`config.mk`:
```
export PLATFORM = sky130hd
export DESIGN_NAME = serial_adder
export DESIGN_NICKNAME = d
export VERILOG_FILES = /design/src/rtl/serial_adder.sv
export SDC_FILE = /design/constraint.sdc
export NUM_CORES = 1
export LEC_CHECK = 0
export BUFFER_PORTS_ARGS = -buffer_cell sky130_fd_sc_hd__buf_4
export CAP_MARGIN = 30
export CORE_MARGIN = 1.5
export CORE_UTILIZATION = 30
export CTS_CLUSTER_DIAMETER = 100
export CTS_CLUSTER_SIZE = 12
export DETAILED_ROUTE_END_ITERATION = 10
export SYNTH_ARGS = -nofsm -noshare
export SYNTH_HDL_FRONTEND = slang
export SYNTH_SLANG_ARGS = --single-unit
```
`constraint.sdc`:
```
create_clock -name clk -period 1.9 [get_ports clk]
set_input_delay 0.19 -clock clk [delete_from_list [all_inputs] [get_ports clk]]
set_output_delay 0.19 -clock clk [all_outputs]
set_load 0.02 [all_outputs]
```
`src/rtl/serial_adder.sv`:
```
// serial_adder: bit-serial unsigned adder, {Cout,Sum} = a + b + cin.
// One full-adder cell (two half-adder stages) processes one bit per clock,
// LSB first. An operation takes WIDTH SHIFT cycles plus one DONE cycle.
// Optional feature: define SERIAL_ADDER_OVF_EN to add the registered
// two's-complement overflow output ovf.
module serial_adder #(
    parameter int unsigned WIDTH = 8
) (
    input  logic             clk,
    input  logic             rst_n,
    input  logic             start,
    input  logic [WIDTH-1:0] a,
    input  logic [WIDTH-1:0] b,
    input  logic             cin,
    output logic             busy,
    output logic             done,
    output logic [WIDTH-1:0] Sum,
    output logic             Cout
`ifdef SERIAL_ADDER_OVF_EN
    ,
    output logic             ovf
`endif
);

    localparam int unsigned       CNT_W    = (WIDTH > 1) ? $clog2(WIDTH) : 1;
    localparam logic [CNT_W-1:0]  CNT_LAST = CNT_W'(WIDTH - 1);

    typedef enum logic [1:0] {
        IDLE  = 2'd0,
        SHIFT = 2'd1,
        DONE  = 2'd2
    } state_t;

    state_t             state;
    state_t             state_next;

    logic [WIDTH-1:0]   a_sh;
    logic [WIDTH-1:0]   b_sh;
    logic [WIDTH-1:0]   res_sh;
    logic               carry;
    logic [CNT_W-1:0]   cnt;

    logic               load;
    logic               shift_en;
    logic               last_bit;

    logic               ha0_s;
    logic               ha0_c;
    logic               fa_s;
    logic               fa_c;

    // Full-adder cell as two cascaded half adders on the operand LSBs and carry FF
    always_comb begin
        ha0_s = a_sh[0] ^ b_sh[0];
        ha0_c = a_sh[0] & b_sh[0];
        fa_s  = ha0_s ^ carry;
        fa_c  = ha0_c | (ha0_s & carry);
    end

    // State register
    always_ff @(posedge clk or negedge rst_n) begin
        if (!rst_n) begin
            state <= IDLE;
        end else begin
            state <= state_next;
        end
    end

    // Next-state logic and datapath strobes
    always_comb begin
        state_next = state;
        load       = 1'b0;
        shift_en   = 1'b0;
        last_bit   = 1'b0;
        case (state)
            IDLE: begin
                if (start) begin
                    load       = 1'b1;
                    state_next = SHIFT;
                end
            end
            SHIFT: begin
                shift_en = 1'b1;
                if (cnt == CNT_LAST) begin
                    last_bit   = 1'b1;
                    state_next = DONE;
                end
            end
            DONE: begin
                state_next = IDLE;
            end
            default: begin
                state_next = IDLE;
            end
        endcase
    end

    // Registered status flags, aligned with the state they describe
    always_ff @(posedge clk or negedge rst_n) begin
        if (!rst_n) begin
            busy <= 1'b0;
            done <= 1'b0;
        end else begin
            busy <= (state_next == SHIFT);
            done <= (state_next == DONE);
        end
    end

    // Operand shift registers: captured on accept, shifted right each SHIFT cycle
    always_ff @(posedge clk or negedge rst_n) begin
        if (!rst_n) begin
            a_sh <= '0;
            b_sh <= '0;
        end else if (load) begin
            a_sh <= a;
            b_sh <= b;
        end else if (shift_en) begin
            a_sh <= a_sh >> 1;
            b_sh <= b_sh >> 1;
        end
    end

    // Carry flip-flop: seeded with cin, then follows the cell's carry-out
    always_ff @(posedge clk or negedge rst_n) begin
        if (!rst_n) begin
            carry <= 1'b0;
        end else if (load) begin
            carry <= cin;
        end else if (shift_en) begin
            carry <= fa_c;
        end
    end

    // Bit counter over the WIDTH SHIFT cycles
    always_ff @(posedge clk or negedge rst_n) begin
        if (!rst_n) begin
            cnt <= '0;
        end else if (load) begin
            cnt <= '0;
        end else if (shift_en) begin
            cnt <= cnt + CNT_W'(1);
        end
    end

    // Result shift register: sum bits enter at the MSB and move toward bit 0
    always_ff @(posedge clk or negedge rst_n) begin
        if (!rst_n) begin
            res_sh <= '0;
        end else if (load) begin
            res_sh <= '0;
        end else if (shift_en) begin
            res_sh <= {fa_s, res_sh[WIDTH-1:1]};
        end
    end

    // Visible result: updated only on entry to DONE, including the final bit
    always_ff @(posedge clk or negedge rst_n) begin
        if (!rst_n) begin
            Sum  <= '0;
            Cout <= 1'b0;
        end else if (last_bit) begin
            Sum  <= {fa_s, res_sh[WIDTH-1:1]};
            Cout <= fa_c;
        end
    end

`ifdef SERIAL_ADDER_OVF_EN
    // Signed overflow: carry into the MSB (carry FF at the last bit) xor carry out
    always_ff @(posedge clk or negedge rst_n) begin
        if (!rst_n) begin
            ovf <= 1'b0;
        end else if (last_bit) begin
            ovf <= carry ^ fa_c;
        end
    end
`endif

endmodule
```
Word-level counts from Yosys, hierarchy flattened
Cells that the tools add are included.
Cells by class
  add/sub/neg operators: 1
  equality and inequality tests: 4
  multiplexer cells: 18
  bitwise operators: 5
  reductions and logical operators: 2
Operators by type and width (number)
  8-bit two-way mux: 6
  1-bit two-way mux: 7
  3-bit two-way mux: 2
  2-bit by 1-bit == test with 1-bit output (second input constant): 2
  2-bit two-way mux: 2
  2-bit one-hot mux with 2 select lines: 1
  3-bit by 1-bit adder with 3-bit output (second input constant): 1
  3-bit == test (second input constant): 1
  1-bit AND: 2
  2-bit == test (second input constant): 1
  2-bit zero test: 1
  2-bit nonzero test: 1
  1-bit bitwise XOR: 2
  1-bit bitwise OR: 1
Storage, ports and cells
  register bits: 41
  input port bits: 20
  output and inout port bits: 11
  logic and storage cells: 40

Longest topological paths before layout
Gate-level depths: netlist of the first run.
  depth after elaboration: 5
  gate-level depth with buffers: 6
  mapped depth without buffers: 5

Worst setup path after synthesis of the first run
OpenSTA, ideal clock, no wires.
  path kind: flip-flop to flip-flop
  start point: reg cnt[0]
  end point: reg Sum[0]
  setup time: 0.125 ns
  data arrival time: 1.312 ns
  required time: 1.775 ns
  setup slack: 0.463 ns
  stages on the path, launching flop included: 6
  path buffers: 1
  period minus slack after synthesis: 1.437 ns
  path through: dfrtp_1 ha_1 ha_1 nand3b_4 buf_6 mux2_4
Between the ends
  cells in the longest elaborated chain, start to end: 3
Ends and longest elaborated chain
  start, declared: line 41  | logic [CNT_W-1:0] cnt;
  start signal, assigned: line 141  | cnt <= cnt + CNT_W'(1);
  3-bit == test: line 84  | if (cnt == CNT_LAST) begin
  1-bit two-way mux: line 84
  1-bit two-way mux: line 75  | case (state)
  end signal, assigned: line 162  | Sum <= {fa_s, res_sh[WIDTH-1:1]};
  end, declared: line 17  | output logic [WIDTH-1:0] Sum,
No other way between the ends.
A chain may end at the register's enable or synchronous reset.

Worst setup path after layout of the first run
  start point: reg cnt[0]
  end point: reg Sum[3]
The elaborated chain is that of the path after synthesis.

==> results.cfg, run 1 <==
[global_routing]
overflow = 0
antenna_found_initial = 0
grt_max_degree = 41
globalRouteTotalUtil_pct = 12.0
grt_pass1_vias = 1203
grt_pass1_wl_um = 5740

[detailed_routing]
avgViaCountPerCell = 4.77
wl_per_cell_um = 13.4
drc = 0
vias = 1177
wirelength_um = 3320
drt_iter0_markers = 59
antenna_left = 0
drt_pass1_iterations = 4

[final_layout]
num-nets-final = 198
design_area_um2 = 2060
drive_gt1_share_pct = 28.6
num_antenna_cells = 0
area_delta_synth_final_pct = 20.0

[min_path]
hold_path.class = primary input to flip-flop
min_delay_path_depth = 3
hp-start = a[0]
min_to = a_sh[0]

[timing]
rsz0062_at_grt = false
fin_crit_sh_pct = 78.4
drv_slew = 0
tightest_slew_ns = 0.522
period_needed_ns = 1.49
fmax_mhz = 671
max-slew-margin-rel_pct = 65.2
hold_viol = 0
setup_violations = 0
skew_ns = 0.00822
setup_tns_ns = 0

[run]
maxCapViolCount = 0

[synth]
syn_area_um2 = 1710
ys_types = 30
yosysMostFrequentCell = dfrtp_1
ys.flop_type = dfrtp_1
yosysSeqAreaShare_pct = 58.4
synth_top_area_share_pct = 58.4
synth_area_leaders = dfrtp_1 (58%), a22o_1 (4.1%), o22ai_1 (4.0%)
async_reset_ff_share_pct = 100
syn_inst = 144
synth_edf_count = 0
avgSynthCellArea_um2 = 11.9
synth.largest_area_cell = dfrtp_1
yosysWarnings = 0
synth_common_cells = dfrtp_1 (40), a21oi_1 (13), nor2_1 (12)
synth_nets = 167
ys_ff_latch = 40

[place]
post-dp-hpwl_um = 2330
port_buffers = 30
placed_area_um2 = 1970
gp_congestion = 0.702

[power]
p_leak_nw = 0.998
power_frac_clock_pct = 15.9
power_per_cell_area_nw_per_um2 = 1580
p_switching_mw = 1.15
internal_power_mw = 2.10
pwr-share-seq_pct = 45.2
p_comb_share_pct = 38.9
p_sw_share_pct = 35.3
ir_drop_v = 0.000514

[setup_path]
reg2reg_depth = 4
worstPathRequired_ns = 2.07
timing.rr.end = Sum[3]
rrSetupSlack_ns = 0.41
rr_startpoint = cnt[0]
worstPathArrival_ns = 1.66
crit_path_start_kind = flip-flop
cp-end-kind = flip-flop
path_class = flip-flop to flip-flop
cp_max_fo = 13

[clock_tree]
clk_path_buf_depth = 2
clkLatencyLatePin_ns = 0.29
numCtsBuffers = 5
clock-sinks = 40
htreeDepth = 2
path_clk_slew_ns = 0.07
cts_tree = done
cts-root-buf = clkbuf_8

[floorplanning]
num_rows = 27
die_h_um = 78.6
die_w_um = 78.6
dieArea_um2 = 6170
ios = 31
start_util_pct = 31.1
core_um2 = 5510

[outcome]
status = completed
-- through the flow --
step / hold WS (ns) / utilization, % / worst slack, ns / std cells / power (mW)
after floorplan: -0.106 / - / 0.463 / 144 / 2.41
after global placement: 0.198 / 35.7 / 0.439 / 239 / 2.73
after detailed placement: 0.202 / 35.7 / 0.406 / 239 / 2.77
after CTS: 0.147 / 37.3 / 0.394 / 247 / 3.30
after global routing: 0.147 / 37.3 / 0.320 / 247 / 3.52
final: 0.150 / 37.3 / 0.410 / 247 / 3.24
-- per-layer routing --
metal  up-vias  GRT usage (%)  part of all wire (%)
met3         7           2.56                   4.0
met2        23           17.5                    44
met4         0           5.36                   2.0
li1        570              -                     -
met1       577           17.0                    50
met5         -              0                     0
-- state kept, by name (all words and copies together) (netlist names) --
| register | cells |
|---|---|
| Sum | 8 |
| a_sh | 8 |
| b_sh | 8 |
| res_sh | 7 |
| cnt | 3 |
| state | 2 |
| Cout | 1 |
| busy | 1 |
| carry | 1 |
| done | 1 |
-- cells by family after synthesis --
kind of cell               after synthesis  synth area share, %
AOI/OAI and AO/OA                       46                 18.5
DFF                                     40                 58.4
and+or+nand+nor                         31                 8.84
buffers and inverters                   17                 6.14
muxes                                    7                 5.48
adders and majority gates                3                 2.63
-- layout by cell type (no fill, tap or decap), types with 5 or more instances in the layout --
| cell | instances |
|---|---|
| nor2_1 | 12 |
| nand2_1 | 9 |
| o22ai_1 | 11 |
| buf_4 | 32 |
| clkbuf_8 | 5 |
| dfrtp_1 | 40 |
| inv_1 | 7 |
| a21oi_1 | 13 |
| o21ai_0 | 5 |
| a22o_1 | 8 |
-- power by group through the flow --
stage               Combinational [mW]  Sequential, mW  Clock, mW
global placement                  1.25            1.48          0
detailed placement                1.28            1.49          0
CTS                               1.29            1.47      0.538
global route                      1.43            1.52      0.572
finish                            1.26            1.47      0.517
floorplan                        0.885            1.52          0
-- cell type report --
type	count	area (um2)
fillers	550	3450
flip-flops and latches	40	1000
multi-input cells	87	607
repair buffers	33	250
well taps	72	90.1
clock buffers	6	72.6
inverters	8	30.0
clock inverters	1	5.00
-- worst max path at each step --
| stage | end | slack (ns) | from | depth (start not counted) |
|---|---|---|---|---|
| 3_5_place_dp | Sum[3] | 0.41 | cnt[0] | 4 |
| 3_3_place_gp | Sum[4] | 0.44 | cnt[0] | 4 |
| 6_report | Sum[3] | 0.41 | cnt[0] | 4 |
| 2_1_floorplan | Sum[0] | 0.46 | cnt[0] | 5 |
| 4_1_cts | Sum[3] | 0.39 | cnt[0] | 4 |
| 5_1_grt | a_sh[1] | 0.32 | state[0] | 4 |
-- worst max-delay path, cell delays in order (launching register included) --
cell      delay, ns
dfrtp_1        0.40
ha_1           0.20
ha_1           0.23
nand3b_4       0.19
mux2_2         0.36
-- repair_timing --
item / 4_1_cts / 5_1_grt
hold endpoints to repair: 40 / 0
setup endpoints to repair: 0 / 0
gates resized for setup: 0 / 0
buffers inserted: 0 / 0
hold buffers: 1 / 0
(Power assumes the default switching activity.)
==> inputs of run 2 (changes only) <==
- clock period: 1.9 -> 1.3 ns (I/O delays scaled with it)
==> run 2 against run 1 <==
Against the previous run: the run now ends with negative setup slack left; final cell count grew 6.1%; sequential power up 46%; register-to-register slack got worse by 0.44 ns; largest power group unchanged; fmax grew 12%.
==> results.cfg, run 2 (synthesis gave the netlist of run 1 again) <==
[setup_path]
crit_chain = ha_2, ha_4, nand3b_4, mux2_4
crit_path_top_delay_cell = dfrtp_1
critPathLaunch = cnt[1]
worstPathArrival_ns = 1.51
rrSetupSlack_ns = -0.03
worstPathRequired_ns = 1.48
max_stage_delay_ns = 0.39
crit_path_start_kind = flip-flop
path_class = flip-flop to flip-flop
cp_max_fo = 8
rr_startpoint = cnt[1]
cp-end-kind = flip-flop

[timing]
skew_ns = 0.00766
tightest_slew_ns = 0.507
fin_crit_sh_pct = 102
period_needed_ns = 1.33
fmax_mhz = 753
postLayoutSetupSlackWorst_ns = -0.0279
setup_tns_ns = -0.165
rsz0062_at_grt = true
drv_slew = 0
hold_viol = 0
setup_violations = 7
max-slew-margin-rel_pct = 66.2

[detailed_routing]
wl_per_cell_um = 13.5
drt_iter0_markers = 63
vias = 1217
wirelength_um = 3540
drc = 0
drt_pass1_iterations = 4
avgViaCountPerCell = 4.65
antenna_left = 0

[floorplanning]
ios = 31
core_um2 = 5510
dieArea_um2 = 6170
die_h_um = 78.6
start_util_pct = 31.1
num_rows = 27
die_w_um = 78.6

[global_routing]
antenna_found_initial = 0
grt_pass1_wl_um = 5700
overflow = 0
globalRouteTotalUtil_pct = 12.2
grt_pass1_vias = 1167
grt_max_degree = 41

[final_layout]
num-nets-final = 212
final_cell_mix = buf_4 (44), dfrtp_1 (38), a21oi_1 (13), nor2_1 (12), o22ai_1 (11)
layout.cells.most_common = buf_4
fillers = 568
area_delta_synth_final_pct = 29.9
final_cells = 262
reg.largest.list = Sum (8), a_sh (8), b_sh (8)
num_antenna_cells = 0
drive_gt1_share_pct = 37.4

[clock_tree]
numCtsBuffers = 5
cts-root-buf = clkbuf_8
htreeDepth = 2
clock-sinks = 40
cts_tree = done
clk_path_buf_depth = 2
path_clk_slew_ns = 0.07
clkLatencyLatePin_ns = 0.29

[place]
gp_congestion = 0.773
post-dp-hpwl_um = 2350
place_inst = 251
port_buffers = 30

[power]
p_leak_nw = 1.08
power_per_cell_area_nw_per_um2 = 2310
ir_drop_v = 0.000828

[outcome]
status = complete, but fails checks
violations = negative setup slack

[run]
maxCapViolCount = 0

[min_path]
hold_path.class = primary input to flip-flop
hp-start = a[0]
run 2: power breakdown:
part	internal (mW)	total, mW	switching (mW)
sequential	1.80	2.15	0.353
combinational	1.15	2.15	1.01
clock	0.423	0.844	0.421
total	3.37	5.15	1.78
run 2: final timing paths:
kind	to	cells after the start
setup reg to reg	Sum[1]	4
max in group asynchronous	state[1]	2
setup / recovery	Sum[1]	4
hold / removal	a_sh[0]	3
min in group asynchronous	cnt[0]	2
hold reg to reg	Cout	2
run 2: cell type report:
class	instances	area, um2	area share, %
multi-input combinational	87	641	28.8
inverter	8	33.8	1.52
clock buffer	6	82.6	3.71
tap	72	90.1	4.05
timing repair inverter	1	5.00	0.225
sequential	40	1000	45.1
timing repair buffer	46	360	16.2
clock inverter	2	10.0	0.450
run 2: per-layer routing:
metal	track usage, %	vias to the layer above	part of all wire, %
li1	-	600	-
met1	17.3	585	52
met2	16.9	25	42
met3	3.84	7	4.8
met4	5.36	0	1.7
met5	0	-	0
run 2: repair_timing:
item / CTS / global route
resized for setup: 3 / 5
hold endpoints to repair: 40 / 0
pin swaps: 1 / 1
hold buffers: 1 / 0
cloned: 0 / 1
buffers inserted: 0 / 1
setup endpoints to repair: 7 / 36
run 2: critical path: cells and delay by family (launching register included):
family,cells,cell delay (ns)
flops,1,0.39
fa+ha+maj,2,0.36
mux,1,0.31
simple gates,1,0.16
run 2: through the flow:
stage	utilization (%)	setup WS [ns]	power, mW	instance area (um2)	hold slack (ns)
after detailed placement	37.9	-0.0486	4.27	2090	0.138
after floorplan	-	-0.0522	3.56	1730	-0.166
after global placement	37.9	-0.0280	4.22	2090	0.138
after CTS	39.9	-0.0346	5.17	2200	0.0859
after global routing	40.4	-0.0811	5.55	2230	0.0888
final	40.4	-0.0279	5.15	2230	0.0860
==> inputs of run 3 (changes only) <==
- RECOVER_POWER: not set -> 100
==> run 3 against run 2 <==
Against the previous run: the flow still finishes with violations (negative setup slack); critical path depth stayed put; combinational power fell by 6%; clock skew grew 0.0025 ns; sequential share of layout area up 1.1 points; global-route usage is the same; first-iteration DRC count is 21% higher; final cell count unchanged; clock power rose by 0.5%; via count up 0.41%; sequential power barely moved; final area is 2.4% lower; critical endpoint unchanged.
==> results.cfg, run 3 (synthesis gave the netlist of run 1 again) <==
[floorplanning]
die_w_um = 78.6
num_rows = 27
die_h_um = 78.6
core_um2 = 5510
ios = 31
dieArea_um2 = 6170
start_util_pct = 31.1

[final_layout]
num-nets-final = 212
layout.cells.most_common = dfrtp_1
final_cell_mix = dfrtp_1 (38), buf_4 (29), a21oi_1 (13), nor2_1 (12), clkbuf_1 (12)
num_antenna_cells = 0
drive_gt1_share_pct = 31.1
ff_latch_area_um2 = 1000
area_delta_synth_final_pct = 26.9
fillers = 567
reg.largest.list = Sum (8), a_sh (8), b_sh (8)
multi_input_area_um2 = 641

[power]
p_comb_share_pct = 40.3
p_switching_mw = 1.78
p_sw_share_pct = 35.6
internal_power_mw = 3.23
p_leak_nw = 1.03
power_frac_clock_pct = 16.9
p_total_mw = 5.01
power_per_cell_area_nw_per_um2 = 2310
ir_drop_v = 0.000736
pwr-share-seq_pct = 42.8

[clock_tree]
clock-sinks = 40
htreeDepth = 2
clk_path_buf_depth = 2
path_clk_slew_ns = 0.08
cts_tree = done
numCtsBuffers = 5
cts-root-buf = clkbuf_8
clkLatencyLatePin_ns = 0.29

[min_path]
min_to = a_sh[0]
hold_path.class = primary input to flip-flop
hp-start = a[0]
min_delay_path_depth = 3

[global_routing]
grt_pass1_vias = 1167
globalRouteTotalUtil_pct = 12.2
grt_pass1_wl_um = 5700
overflow = 0
grt_max_degree = 41
antenna_found_initial = 0

[timing]
period_needed_ns = 1.33
rsz0062_at_grt = true
drv_slew = 0
postLayoutSetupSlackWorst_ns = -0.0296
fin_crit_sh_pct = 102
skew_ns = 0.0102
tightest_slew_ns = 0.910
fmax_mhz = 752
setup_violations = 7
max-slew-margin-rel_pct = 39.3
hold_viol = 0

[outcome]
violations = negative setup slack
status = complete, but fails checks

[detailed_routing]
wirelength_um = 3560
wl_per_cell_um = 13.6
drt_pass1_iterations = 5
drt_iter0_markers = 76
drc = 0
antenna_left = 0
avgViaCountPerCell = 4.66
vias = 1222

[setup_path]
worstPathRequired_ns = 1.48
worstPathArrival_ns = 1.51
rrSetupSlack_ns = -0.03
path_class = flip-flop to flip-flop
rr_startpoint = cnt[1]
cp-end-kind = flip-flop
crit_chain = ha_2, ha_4, nand3b_4, mux2_4
reg2reg_depth = 4
max_stage_delay_ns = 0.39
crit_path_top_delay_cell = dfrtp_1
cp_max_fo = 8
crit_path_start_kind = flip-flop
timing.rr.end = Sum[1]

[place]
gp_congestion = 0.773
post-place-ws_ns = -0.0486
port_buffers = 30
post-dp-hpwl_um = 2350

[run]
maxCapViolCount = 0
## run 3: cell types whose count changed in the layout (fill, tap and decap cells not counted)
cell,before,now
buf_4,44,29
clkbuf_1,0,12
clkbuf_2,0,2
buf_2,0,1
## run 3: worst max path at each step
stage,start,end,slack (ns),depth (start not counted)
after floorplan,cnt[0],Sum[0],-0.05,5
after global placement,cnt[1],Sum[4],-0.03,4
after detailed placement,cnt[1],Sum[3],-0.05,4
after CTS,cnt[0],Sum[1],-0.03,4
after global routing,cnt[0],Cout,-0.08,6
final,cnt[1],Sum[1],-0.03,4
## run 3: per-layer routing
layer | track usage, % | vias to the layer above | part of all wire, %
li1 | - | 603 | -
met1 | 17.3 | 582 | 51
met2 | 16.9 | 31 | 42
met3 | 3.84 | 6 | 6.0
met4 | 5.36 | 0 | 1.7
met5 | 0 | - | 0
## run 3: area by class of cell
type / instances / share of cell area (%)
multi-input cells: 87 / 29.5
clock buffers: 6 / 3.80
clock inverters: 2 / 0.461
well taps: 72 / 4.15
inverters: 8 / 1.55
repair inverters: 1 / 0.230
flip-flops and latches: 40 / 46.2
repair buffers: 46 / 14.2
## run 3: repair_timing
item | CTS | global route
gates resized for setup | 3 | 5
gates cloned | 0 | 1
pin swaps | 1 | 1
hold buffers | 1 | 0
buffers inserted | 0 | 1
endpoints found under the setup margin | 7 | 36
endpoints found under the hold margin | 40 | 0
## run 3: critical path, delay by kind of cell, from the launching register on
| kind | cells | cell delay, ns |
|---|---|---|
| muxes | 1 | 0.31 |
| adders and majority gates | 2 | 0.36 |
| DFF | 1 | 0.39 |
| and+or+nand+nor | 1 | 0.16 |
## run 3: through the flow
step	hold WS (ns)	instance area (um2)	setup TNS (ns)	utilization, %	std cells
after global placement	0.138	2090	-0.0827	37.9	251
after detailed placement	0.138	2090	-0.158	37.9	251
final	0.0884	2170	-0.176	39.5	262
after CTS	0.0859	2200	-0.217	39.9	260
after global routing	0.0888	2170	-0.808	39.5	262
after floorplan	-0.166	1730	-0.209	-	144
## run 3: power groups by stage
stage	combinational (mW)	sequential, mW	clock [mW]
6_report	2.02	2.14	0.848
5_1_grt	2.25	2.22	0.927
3_5_place_dp	2.11	2.16	0
2_1_floorplan	1.32	2.24	0
3_3_place_gp	2.07	2.15	0
4_1_cts	2.16	2.15	0.868
